### src/rtl/pmipsl_pkg.sv
// Shared types and default widths for the PMIPS-Lite pipeline.
// Fetch-engine state encoding lives here so later stages can decode it.
package pmipsl_pkg;

  localparam int unsigned PMIPSL_ADDR_W  = 16;
  localparam int unsigned PMIPSL_INSTR_W = 17;
  localparam int unsigned PMIPSL_PC_STEP = 2;

  typedef enum logic [1:0] {
    IDLE    = 2'd0,
    WAIT    = 2'd1,
    DISCARD = 2'd2
  } fetch_state_t;

endpackage

### src/rtl/pmipsl_fifo.sv
// Show-ahead synchronous FIFO with push, pop, flush and occupancy count.
// The head entry is presented combinationally; the output is zero when empty.
module pmipsl_fifo #(
  parameter int unsigned WIDTH = 8,
  parameter int unsigned DEPTH = 4
) (
  input  logic                         clock,
  input  logic                         reset,
  input  logic                         flush,
  input  logic                         push,
  input  logic [WIDTH-1:0]             pushData,
  input  logic                         pop,
  output logic [WIDTH-1:0]             popData,
  output logic                         valid,
  output logic [$clog2(DEPTH+1)-1:0]   count
);

  localparam int unsigned CNT_W = $clog2(DEPTH + 1);
  localparam int unsigned PTR_W = $clog2(DEPTH);

  logic [WIDTH-1:0] mem [DEPTH];
  logic [PTR_W-1:0] rdPtr;
  logic [PTR_W-1:0] wrPtr;
  logic [CNT_W-1:0] countQ;
  logic             doPush;
  logic             doPop;
  logic             clear;

  assign clear  = reset || flush;
  assign doPush = push;
  assign doPop  = pop && (countQ != '0);

  // Pointers wrap naturally because DEPTH is a power of two.
  always_ff @(posedge clock) begin
    if (clear) begin
      rdPtr  <= '0;
      wrPtr  <= '0;
      countQ <= '0;
    end else begin
      if (doPush) wrPtr <= wrPtr + 1'b1;
      if (doPop)  rdPtr <= rdPtr + 1'b1;
      if (doPush && !doPop) begin
        countQ <= countQ + 1'b1;
      end else if (!doPush && doPop) begin
        countQ <= countQ - 1'b1;
      end
    end
  end

  always_ff @(posedge clock) begin
    if (doPush && !clear) begin
      mem[wrPtr] <= pushData;
    end
  end

  assign valid   = (countQ != '0);
  assign popData = valid ? mem[rdPtr] : '0;
  assign count   = countQ;

endmodule

### src/rtl/pmipsl_fetch_unit.sv
// Instruction fetch stage: single-outstanding fetch engine feeding a prefetch
// buffer, with redirects flushing the buffer and cancelling in-flight fetches.
module pmipsl_fetch_unit
  import pmipsl_pkg::*;
#(
  parameter int unsigned     ADDR_W   = PMIPSL_ADDR_W,
  parameter int unsigned     INSTR_W  = PMIPSL_INSTR_W,
  parameter int unsigned     DEPTH    = 4,
  parameter int unsigned     PC_STEP  = PMIPSL_PC_STEP,
  parameter logic [ADDR_W-1:0] RESET_PC = '0
) (
  input  logic                         clock,
  input  logic                         reset,
  output logic                         imemreq,
  output logic [ADDR_W-1:0]            imemaddr,
  input  logic                         imemack,
  input  logic [INSTR_W-1:0]           imemrdata,
  input  logic                         redirect,
  input  logic [ADDR_W-1:0]            redirectaddr,
  input  logic                         idready,
  output logic                         idvalid,
  output logic [INSTR_W-1:0]           idinstr,
  output logic [ADDR_W-1:0]            idpcplus,
  output logic [$clog2(DEPTH+1)-1:0]   count
);

  localparam int unsigned CNT_W = $clog2(DEPTH + 1);

  fetch_state_t        state;
  fetch_state_t        stateNext;
  logic [ADDR_W-1:0]   fetchPc;
  logic [ADDR_W-1:0]   fetchPcNext;
  logic [ADDR_W-1:0]   pcPlus;
  logic                canFetch;
  logic                push;
  logic                flush;
  logic                pop;

  assign pcPlus   = fetchPc + ADDR_W'(PC_STEP);
  assign canFetch = (count < CNT_W'(DEPTH));
  assign imemaddr = fetchPc;
  assign pop      = idvalid && idready;

  always_comb begin
    stateNext   = state;
    fetchPcNext = fetchPc;
    imemreq     = 1'b0;
    push        = 1'b0;
    flush       = 1'b0;
    unique case (state)
      IDLE: begin
        if (redirect) begin
          fetchPcNext = redirectaddr;
          flush       = 1'b1;
        end else if (canFetch) begin
          imemreq   = 1'b1;
          stateNext = WAIT;
        end
      end
      WAIT: begin
        if (redirect) begin
          // A late response to the old stream must be swallowed in DISCARD.
          flush       = 1'b1;
          fetchPcNext = redirectaddr;
          stateNext   = imemack ? IDLE : DISCARD;
        end else if (imemack) begin
          push        = 1'b1;
          fetchPcNext = pcPlus;
          stateNext   = IDLE;
        end
      end
      DISCARD: begin
        if (redirect) begin
          fetchPcNext = redirectaddr;
          flush       = 1'b1;
        end
        if (imemack) stateNext = IDLE;
      end
      default: stateNext = IDLE;
    endcase
    if (reset) begin
      imemreq = 1'b0;
      push    = 1'b0;
      flush   = 1'b0;
    end
  end

  always_ff @(posedge clock) begin
    if (reset) begin
      state   <= IDLE;
      fetchPc <= RESET_PC;
    end else begin
      state   <= stateNext;
      fetchPc <= fetchPcNext;
    end
  end

  pmipsl_fifo #(
    .WIDTH (INSTR_W + ADDR_W),
    .DEPTH (DEPTH)
  ) u_fifo (
    .clock    (clock),
    .reset    (reset),
    .flush    (flush),
    .push     (push),
    .pushData ({imemrdata, pcPlus}),
    .pop      (pop),
    .popData  ({idinstr, idpcplus}),
    .valid    (idvalid),
    .count    (count)
  );

endmodule

### config.mk
export PLATFORM = sky130hd
export DESIGN_NAME = pmipsl_fetch_unit
export DESIGN_NICKNAME = d
export VERILOG_FILES = /design/src/rtl/pmipsl_pkg.sv /design/src/rtl/pmipsl_fifo.sv /design/src/rtl/pmipsl_fetch_unit.sv
export SDC_FILE = /design/constraint.sdc
export NUM_CORES = 1
export LEC_CHECK = 0
export ABC_AREA = 0
export CORE_ASPECT_RATIO = 1.2
export CORE_UTILIZATION = 29
export CTS_BUF_LIST = sky130_fd_sc_hd__clkbuf_8
export DETAILED_ROUTE_END_ITERATION = 8
export PLACE_DENSITY = 0.48
export SYNTH_ARGS = -nofsm -noshare
export SYNTH_HDL_FRONTEND = slang
export SYNTH_SLANG_ARGS = --single-unit
### constraint.sdc
create_clock -name clock -period 2.6 [get_ports clock]
set_clock_uncertainty 0.15 [all_clocks]
set_input_delay 0.39 -clock clock [delete_from_list [all_inputs] [get_ports clock]]
set_output_delay 0.39 -clock clock [all_outputs]
set_load 0.03 [all_outputs]
==> metrics.cfg, run 1 <==
[floorplan]
rows = 60
top_level_ports = 92
die-area_mm2 = 0.02382
die_h_um = 168.9
die_w_um = 141.1
fp.coreArea_mm2 = 0.02260
initial_core_util_pct = 29.78

[critical_path]
crit_chain = buf_12 -> mux4_2 -> and2_1 -> buf_12
reg2reg_depth = 4
r2r_end = u_fifo.mem[0][15]$_DFFE_PP_
worstPathRequired_ns = 2.06
crit_top_cell = buf_12
path_delay_family = multiplexers
cp-end-kind = primary output
max_stage_delay_ns = 0.55
cp_max_fo = 15
crit_slowest_cell = mux4_2
crit_buf_inv = 2
cp-start-kind = flop
cp.arrival_ns = 1.92
r2r-start = imemaddr[2]$_SDFFE_PP0P_
critPathKind = reg2out
reg2reg_slack_ns = 0.39

[global_routing]
grt_max_degree = 36
grt_use_total_pct = 13.12
grt_pass1_wl_mm = 23.15
grt_overflow = 0
grt_antenna_before_repair = 0
grt_pass1_vias = 4152

[yosys]
syn_nets = 470
seq_area_frac_synth_pct = 66.94
synth_edf_count = 132
netlist_area_mm2 = 0.006729
syn_inst = 425
async_flop_share_pct = 0
yosysWarnings = 0
synth_ff_type = edfxtp_1
syn_avg_cell_area_um2 = 15.83
synth-seq-cells = 159
synth_cell_types = 48

[pwr]
ir_drop_uv = 329.8
powerDensity_mw_per_mm2 = 568.2
p_leak_nw = 2.888

[timing]
grt_setup_unrepaired = false
tightestPinTransition_ns = 0.6636
final.setup.worst_slack_ns = 0.1352
finalSetupViolCount = 0
slew_viol_final = 0
setup-tns-final_ns = 0
hold_violations = 0
post-route-period-util_pct = 94.80
fin_crit_ns = 2.465
max_slew_margin_pct = 55.76
fmax_mhz = 405.7

[run_status]
outcome = complete, no violations

[cts]
clock_sinks = 159
clockRootBuffer = clkbuf_8
hold_buffers = 0
clkLatencyLatePin_ns = 0.46
cts_htree_levels = 4
cts.repair.resized = 0
cts_tree = built
clkTransAtPathRegs_ns = 0.09
clockBufferDepth = 2
numCtsBuffers = 17
postCtsSetupBuffers = 0

[layout]
area_growth_pct = 28.65
fin_util_pct = 38.31
antenna_cells = 0
final_area_mm2 = 0.008657
nets = 577
drive_above_1_share_pct = 25.50

[worst_hold_path]
holdPathEnd = imemaddr[2]$_SDFFE_PP0P_
min_from = redirectaddr[2]
whs_path_depth = 3
hold_path.class = in2reg

[route]
ant_nets = 0
first_pass_iters = 4
viasPerCell = 4.602
finalWirelength_mm = 14.63
initialDrtViolationCount = 148
drcViolationCount = 0
wl_per_cell_um = 17.11
dr_total_vias = 3935

[placement]
place_area_mm2 = 0.008285
dpl_worst_slack_ns = 0.04588
io_buffers = 91
hpwlAfterDp_mm = 9.610
gp_congestion = 0.7937

[flow_run]
max_cap_violations = 0

==> placed cells by master (no fill, tap or decap), drive strengths merged, types with 8 or more instances in the layout <==
cell type,count
edfxtp,132
a21oi,8
inv,9
and2,42
mux4,33
nand2,15
clkdlybuf4s50,56
clkbuf,17
nor2,22
clkinv,10
nand3,10
buf,59
dfxtp,27
xnor2,10
xor2,9
==> layer usage <==
| layer | share of wire (%) | GRT usage, % | up-vias |
|---|---|---|---|
| met2 | 50 | 22.24 | 101 |
| li1 | - | - | 1847 |
| met1 | 44 | 16.02 | 1970 |
| met3 | 4.9 | 3.734 | 17 |
| met5 | 0 | 0 | - |
| met4 | 1.2 | 4.395 | 0 |
==> how the worst max path moves through the flow <==
stage | to | slack [ns] | depth (start not counted)
2_1_floorplan | u_fifo.mem[0][0]$_DFFE_PP_ | 0.22 | 5
3_3_place_gp | u_fifo.count[2]$_SDFFE_PP0P_ | 0.09 | 10
3_5_place_dp | u_fifo.count[2]$_SDFFE_PP0P_ | 0.05 | 10
4_1_cts | idpcplus[1] | 0.06 | 4
5_1_grt | idpcplus[1] | 0.04 | 4
6_report | idpcplus[1] | 0.14 | 4
==> flip-flops by register name, summed over array words and instances (netlist names), named ones only <==
signal,flops
u_fifo.wrPtr,2
imemaddr,16
u_fifo.mem,132
u_fifo.rdPtr,2
state,2
u_fifo.count,3
==> where the power goes <==
part	total, mW	internal, mW	switching [mW]	leakage, nW
sequential	2.83	2.79	0.0410	1.43
clock	1.67	0.688	0.982	0.182
combinational	0.421	0.198	0.223	1.28
total	4.92	3.67	1.25	2.89
==> worst register-to-register path, cell delays in order, from the launching register on <==
cell     delay, ns
dfxtp_1       0.41
ha_1          0.34
nand4_2       0.18
nor4_1        0.47
xor2_1        0.42
==> cell usage after synthesis (4+ instances only) <==
master    count  area share, %
o21ai_0       5           0.37
a31oi_1       6           0.56
inv_1         6           0.33
ha_1          6            1.1
nand3_1      10           0.74
nor4_1        4           0.37
nor3_1        7           0.52
nand2b_1      5           0.46
mux4_2       33             11
a21oi_1       8           0.60
and2_1       42            3.9
a21o_1        4           0.45
xor2_1        9            1.2
xnor2_1      10            1.3
dfxtp_1      27            8.0
clkbuf_1     16           0.89
buf_2        10           0.74
nand2_1      15           0.84
edfxtp_1    132             59
nor2_1       22            1.2
==> through the flow <==
stage / hold WS [ns] / std cells / power (mW)
finish: 0.3483 / 855 / 4.919
global route: 0.3388 / 855 / 5.123
CTS: 0.3193 / 855 / 4.992
detailed placement: 0.3834 / 823 / 3.310
global placement: 0.3751 / 823 / 3.302
floorplan: 0.3166 / 425 / 3.094
==> logic make-up after synthesis <==
kind of cell	share of synthesized area, %
DFF	66.94
muxes	11.99
and+or+nand+nor	10.71
adders and majority gates	1.413
buffers and inverters	2.083
xor gates and xnor gates	2.473
AOI/OAI and AO/OA	4.389
==> area by class of cell <==
type | count | area, um^2
clock buffer | 17 | 234.0
clock inverter | 15 | 137.6
fill | 2148 | 13940
inverter | 6 | 22.52
multi-input combinational | 233 | 2090
sequential | 159 | 4507
tap | 310 | 387.9
timing repair buffer | 115 | 1279
Power figures use the tool's default switching activity.
==> inputs of run 2 (changes only) <==
CORE_ASPECT_RATIO = 0.8   (was 1.2)
==> metrics.cfg, run 2 (synthesis results as in run 1) <==
[layout]
regMostFlops = u_fifo.mem
largest_reg_flops = 132
final_area_mm2 = 0.008753
fin_cells = 855
fillCellCount = 2117
final_common_cell = edfxtp_1
drive_above_1_share_pct = 25.68
layout_common_cells = edfxtp_1 (132), clkdlybuf4s50_1 (56), buf_4 (39), and2_1 (38), mux4_2 (33)
multiInputGateArea_mm2 = 0.002090
nets = 581
antenna_cells = 0
ff_latch_area_mm2 = 0.004512
area_growth_pct = 30.09

[route]
wl_per_cell_um = 17.82
viasPerCell = 4.633
initialDrtViolationCount = 231
first_pass_iters = 4
dr_total_vias = 3961
drcViolationCount = 0
finalWirelength_mm = 15.24
ant_nets = 0

[critical_path]
crit_buf_inv = 2
cp.arrival_ns = 1.94
cp-start-kind = flop
worstPathRequired_ns = 2.06
max_stage_delay_ns = 0.56
crit_chain = buf_16 -> mux4_2 -> and2_1 -> buf_12
crit_slowest_cell = mux4_2
r2r-start = u_fifo.count[2]$_SDFFE_PP0P_
r2r_end = u_fifo.count[2]$_SDFFE_PP0P_
path_delay_family = multiplexers
critPathKind = reg2out
reg2reg_depth = 9
cp-end-kind = primary output
reg2reg_slack_ns = 0.40
cp_max_fo = 21

[run_status]
outcome = complete, no violations

[worst_hold_path]
min_from = u_fifo.rdPtr[1]$_SDFFE_PP0P_
holdPathEnd = u_fifo.rdPtr[1]$_SDFFE_PP0P_
hold_path.class = reg2reg
whs_path_depth = 2

[cts]
clkTransAtPathRegs_ns = 0.08
cts.repair.resized = 0
clkLatencyLatePin_ns = 0.44
clock_sinks = 159
clockBufferDepth = 2
numCtsBuffers = 17
hold_buffers = 0
cts_tree = built
clockRootBuffer = clkbuf_8
postCtsSetupBuffers = 0
cts_htree_levels = 4

[pwr]
p_total_mw = 5.103
powerDensity_mw_per_mm2 = 583.0
ir_drop_uv = 274.1
p_leak_nw = 2.936

[floorplan]
die_w_um = 172.3
die-area_mm2 = 0.02382
initial_core_util_pct = 29.74
top_level_ports = 92
fp.coreArea_mm2 = 0.02262
die_h_um = 138.2
rows = 49

[global_routing]
grt_max_degree = 36
grt_antenna_before_repair = 0
grt_pass1_wl_mm = 23.89
grt_overflow = 0
grt_pass1_vias = 4176
grt_use_total_pct = 13.48

[timing]
tightestPinTransition_ns = 0.6093
max_slew_margin_pct = 59.01
grt_setup_unrepaired = false
fmax_mhz = 402.7
hold_violations = 0
fin_crit_ns = 2.483
post-route-period-util_pct = 95.50
slew_viol_final = 0
setup-tns-final_ns = 0
finalSetupViolCount = 0

[placement]
dp_cells = 823
hpwlAfterDp_mm = 10.14
place_area_mm2 = 0.008335
gp_congestion = 0.8108
io_buffers = 91

[flow_run]
max_cap_violations = 0

[run 2: how the worst max path moves through the flow]
stage | endpoint | depth (start not counted) | from | slack (ns)
global route | idpcplus[11] | 4 | flop | 0.001
detailed placement | u_fifo.count[2]$_SDFFE_PP0P_ | 10 | redirect | 0.02
floorplan | u_fifo.mem[0][0]$_DFFE_PP_ | 5 | state[1]$_SDFFE_PP0P_ | 0.22
global placement | u_fifo.count[2]$_SDFFE_PP0P_ | 10 | redirect | 0.10
finish | idpcplus[10] | 4 | flop | 0.12
CTS | idpcplus[12] | 4 | flop | 0.02
[run 2: routing by layer]
| metal | GRT usage, % | share of wire [%] |
|---|---|---|
| met5 | 0 | 0 |
| met4 | 2.888 | 0.57 |
| met3 | 4.123 | 4.5 |
| met2 | 20.84 | 47 |
| met1 | 18.59 | 48 |
[run 2: layout make-up]
class	instances	area share [%]
clock buffers	17	2.673
clock inverters	15	1.958
inverters	6	0.2573
multi-input cells	233	23.87
flip-flops and latches	159	51.54
well taps	306	4.374
repair buffers	119	15.32
[run 2: through the flow]
stage	setup WS, ns	utilization, %	hold slack [ns]
2_1_floorplan	0.2229	-	0.3166
3_3_place_gp	0.1038	36.85	0.3733
3_5_place_dp	0.02060	36.85	0.3680
4_1_cts	0.02003	38.64	0.3580
5_1_grt	0.001275	38.69	0.3895
6_report	0.1169	38.69	0.3905
[run 2: worst min-delay path, stage by stage (launching register included)]
cell and delay, ns:
dfxtp_1 0.33, xor2_1 0.06, nor2_1 0.10
[run 2: power by group]
| part | leakage (nW) | switching, mW | internal, mW | total [mW] |
|---|---|---|---|---|
| logic | 1.30 | 0.233 | 0.204 | 0.437 |
| registers | 1.43 | 0.0371 | 2.78 | 2.82 |
| clock network | 0.200 | 0.900 | 0.945 | 1.85 |
==> inputs of run 3 (changes only) <==
ABC_AREA = 1   (was 0)
clock period = 2.09 ns   (was 2.6 ns; I/O delays follow)
==> metrics.cfg, run 3 <==
[run_status]
outcome = finished, violations left
violations = negative setup slack

[critical_path]
r2r-start = u_fifo.count[2]$_SDFFE_PP0P_
crit_chain = buf_12 -> clkbuf_16 -> nor2_1 -> nor2_1 -> o21ai_0 -> a21oi_1 -> buf_4 -> buf_12
r2r_end = u_fifo.count[2]$_SDFFE_PP0P_
cp.arrival_ns = 1.74
worstPathRequired_ns = 1.63
endpoint = idpcplus[15]
max_stage_delay_ns = 0.39
reg2reg_slack_ns = 0.03
critPathKind = reg2out
cp-start-kind = flop
cp_max_fo = 6
cp-end-kind = primary output
crit_slowest_cell = dfxtp_4
reg2reg_depth = 11

[layout]
final_common_cell = nor2_1
antenna_cells = 0
nets = 804
regMostFlops = u_fifo.mem
largest_reg_flops = 132
area_growth_pct = 41.27
fillCellCount = 2199
drive_above_1_share_pct = 25.26
fin_cells = 1078
layout_common_cells = nor2_1 (137), edfxtp_1 (132), o21ai_1 (45), a21oi_1 (45), nand2_1 (42)

[global_routing]
grt_antenna_before_repair = 0
grt_use_total_pct = 15.54
grt_overflow = 0
grt_max_degree = 34
grt_pass1_vias = 4884
grt_pass1_wl_mm = 27.21

[pwr]
ir_drop_uv = 320.2
clkPwrFrac_pct = 36.8
powerDensity_mw_per_mm2 = 697.9
internal-power_mw = 5.060
p_leak_nw = 3.501
swShare_pct = 23.43
pwr-share-seq_pct = 53.4
combPwrFrac_pct = 9.8
p_switching_mw = 1.549

[floorplan]
die_w_um = 172.0
fp.coreArea_mm2 = 0.02256
top_level_ports = 92
die-area_mm2 = 0.02373
die_h_um = 138.0
rows = 49
initial_core_util_pct = 29.71

[yosys]
yosysWarnings = 0
syn_nets = 665
synthTopCellsByCount = nor2_1 (154), edfxtp_1 (132), o21ai_0 (84)
yosysMostFrequentCell = nor2_1
synthDominantCellAreaShare_pct = 59.14
synth_cell_types = 33
synth_area_leaders = edfxtp_1 (59%), nor2_1 (8.6%), dfxtp_1 (8.1%)
seq_area_frac_synth_pct = 67.20
synth_ff_type = edfxtp_1
syn_avg_cell_area_um2 = 10.81
syn_inst = 620
synth-seq-cells = 159
synth_edf_count = 132
synth_top_cell_by_area = edfxtp_1
netlist_area_mm2 = 0.006703
async_flop_share_pct = 0

[route]
drcViolationCount = 0
finalWirelength_mm = 17.69
wl_per_cell_um = 16.41
initialDrtViolationCount = 313
ant_nets = 0
dr_total_vias = 4918
first_pass_iters = 4
viasPerCell = 4.562

[timing]
hold_violations = 0
final.setup.worst_slack_ns = -0.1139
grt_setup_unrepaired = true
tightestPinTransition_ns = 0.4805
fin_crit_ns = 2.204
post-route-period-util_pct = 105.5
slew_viol_final = 0
holdWs_ns = 0.1710
fmax_mhz = 453.7
finalSetupViolCount = 33
max_slew_margin_pct = 67.74

[cts]
clkTransAtPathRegs_ns = 0.09
clockRootBuffer = clkbuf_8
clockBufferDepth = 2
hold_buffers = 0
cts_htree_levels = 4
clock_sinks = 159
clkLatencyLatePin_ns = 0.44
numCtsBuffers = 17
cts_tree = built

[placement]
io_buffers = 91
gp_congestion = 0.7927
dp_cells = 1021
hpwlAfterDp_mm = 11.05

[flow_run]
max_cap_violations = 0

[worst_hold_path]
hold_path.class = in2reg

-- run 3: layout make-up --
type / instances / area (um^2) / area share, %
Inverter: 31 / 132.6 / 1.401
Multi-Input combinational cell: 400 / 2135 / 22.54
Clock inverter: 15 / 192.7 / 2.035
Tap cell: 306 / 382.9 / 4.043
Timing Repair Buffer: 150 / 1876 / 19.81
Sequential cell: 159 / 4517 / 47.70
Clock buffer: 17 / 234.0 / 2.471
-- run 3: worst min-delay path by stage --
stage	startpoint	to	slack (ns)	depth (start not counted)
after floorplan	reset	imemaddr[3]$_SDFFE_PP0P_	0.23	1
after global placement	u_fifo.wrPtr[0]$_SDFFE_PP0P_	u_fifo.wrPtr[0]$_SDFFE_PP0P_	0.34	2
after detailed placement	u_fifo.wrPtr[0]$_SDFFE_PP0P_	u_fifo.wrPtr[0]$_SDFFE_PP0P_	0.36	2
after CTS	redirectaddr[2]	imemaddr[2]$_SDFFE_PP0P_	0.27	3
after global routing	redirect	imemaddr[0]$_SDFFE_PP0P_	0.16	4
final	redirect	imemaddr[0]$_SDFFE_PP0P_	0.17	4
-- run 3: cells by family (layout without fill, tap and decap cells) --
group | count (synthesis) | in the layout | synth area share [%]
AO/OA/AOI/OAI | 152 | 152 | 11.44
AND/OR/NAND/NOR | 233 | 233 | 14.65
adder cells (fa/ha/maj) | 7 | 7 | 1.419
flip-flops | 159 | 159 | 67.20
buffers and inverters | 61 | 213 | 4.013
XOR/XNOR | 8 | 8 | 1.269
-- run 3: worst max-delay path: cells and delay by family, from the launching register on --
family | cells | cell delay (ns)
buffers and inverters | 4 | 0.57
DFF | 1 | 0.39
AOI/OAI and AO/OA | 2 | 0.24
and+or+nand+nor | 2 | 0.11
-- run 3: repair_timing --
action | CTS | global route
setup endpoints to repair | 44 | 105
buffers inserted | 11 | 4
gates resized for setup | 93 | 76
cloned | 7 | 3
pin swaps | 13 | 32
-- run 3: power by group through the flow --
stage	registers, mW	clock network, mW	logic [mW]
after global placement	3.60	0	0.566
after detailed placement	3.60	0	0.574
after global routing	3.54	2.61	0.701
after floorplan	3.64	0	0.232
final	3.53	2.43	0.649
after CTS	3.53	2.50	0.637
-- run 3: stage by stage --
step | setup TNS, ns | setup WS (ns) | util (%) | total power, mW | cell area, um^2
after floorplan | -38.97 | -0.2952 | - | 3.874 | 6716
after global placement | -35.88 | -0.4815 | 36.95 | 4.169 | 8337
after detailed placement | -52.69 | -0.5725 | 36.95 | 4.178 | 8337
after CTS | -3.056 | -0.1380 | 40.89 | 6.661 | 9225
after global routing | -5.491 | -0.2201 | 41.97 | 6.852 | 9469
final | -1.231 | -0.1139 | 41.97 | 6.609 | 9469
-- run 3: routing by layer --
layer	vias to the layer above	part of all wire, %	global-route usage (%)
li1	2435	-	-
met1	2363	49	21.68
met2	116	46	24.19
met3	4	4.8	3.739
met4	0	0.24	3.933
met5	-	0	0
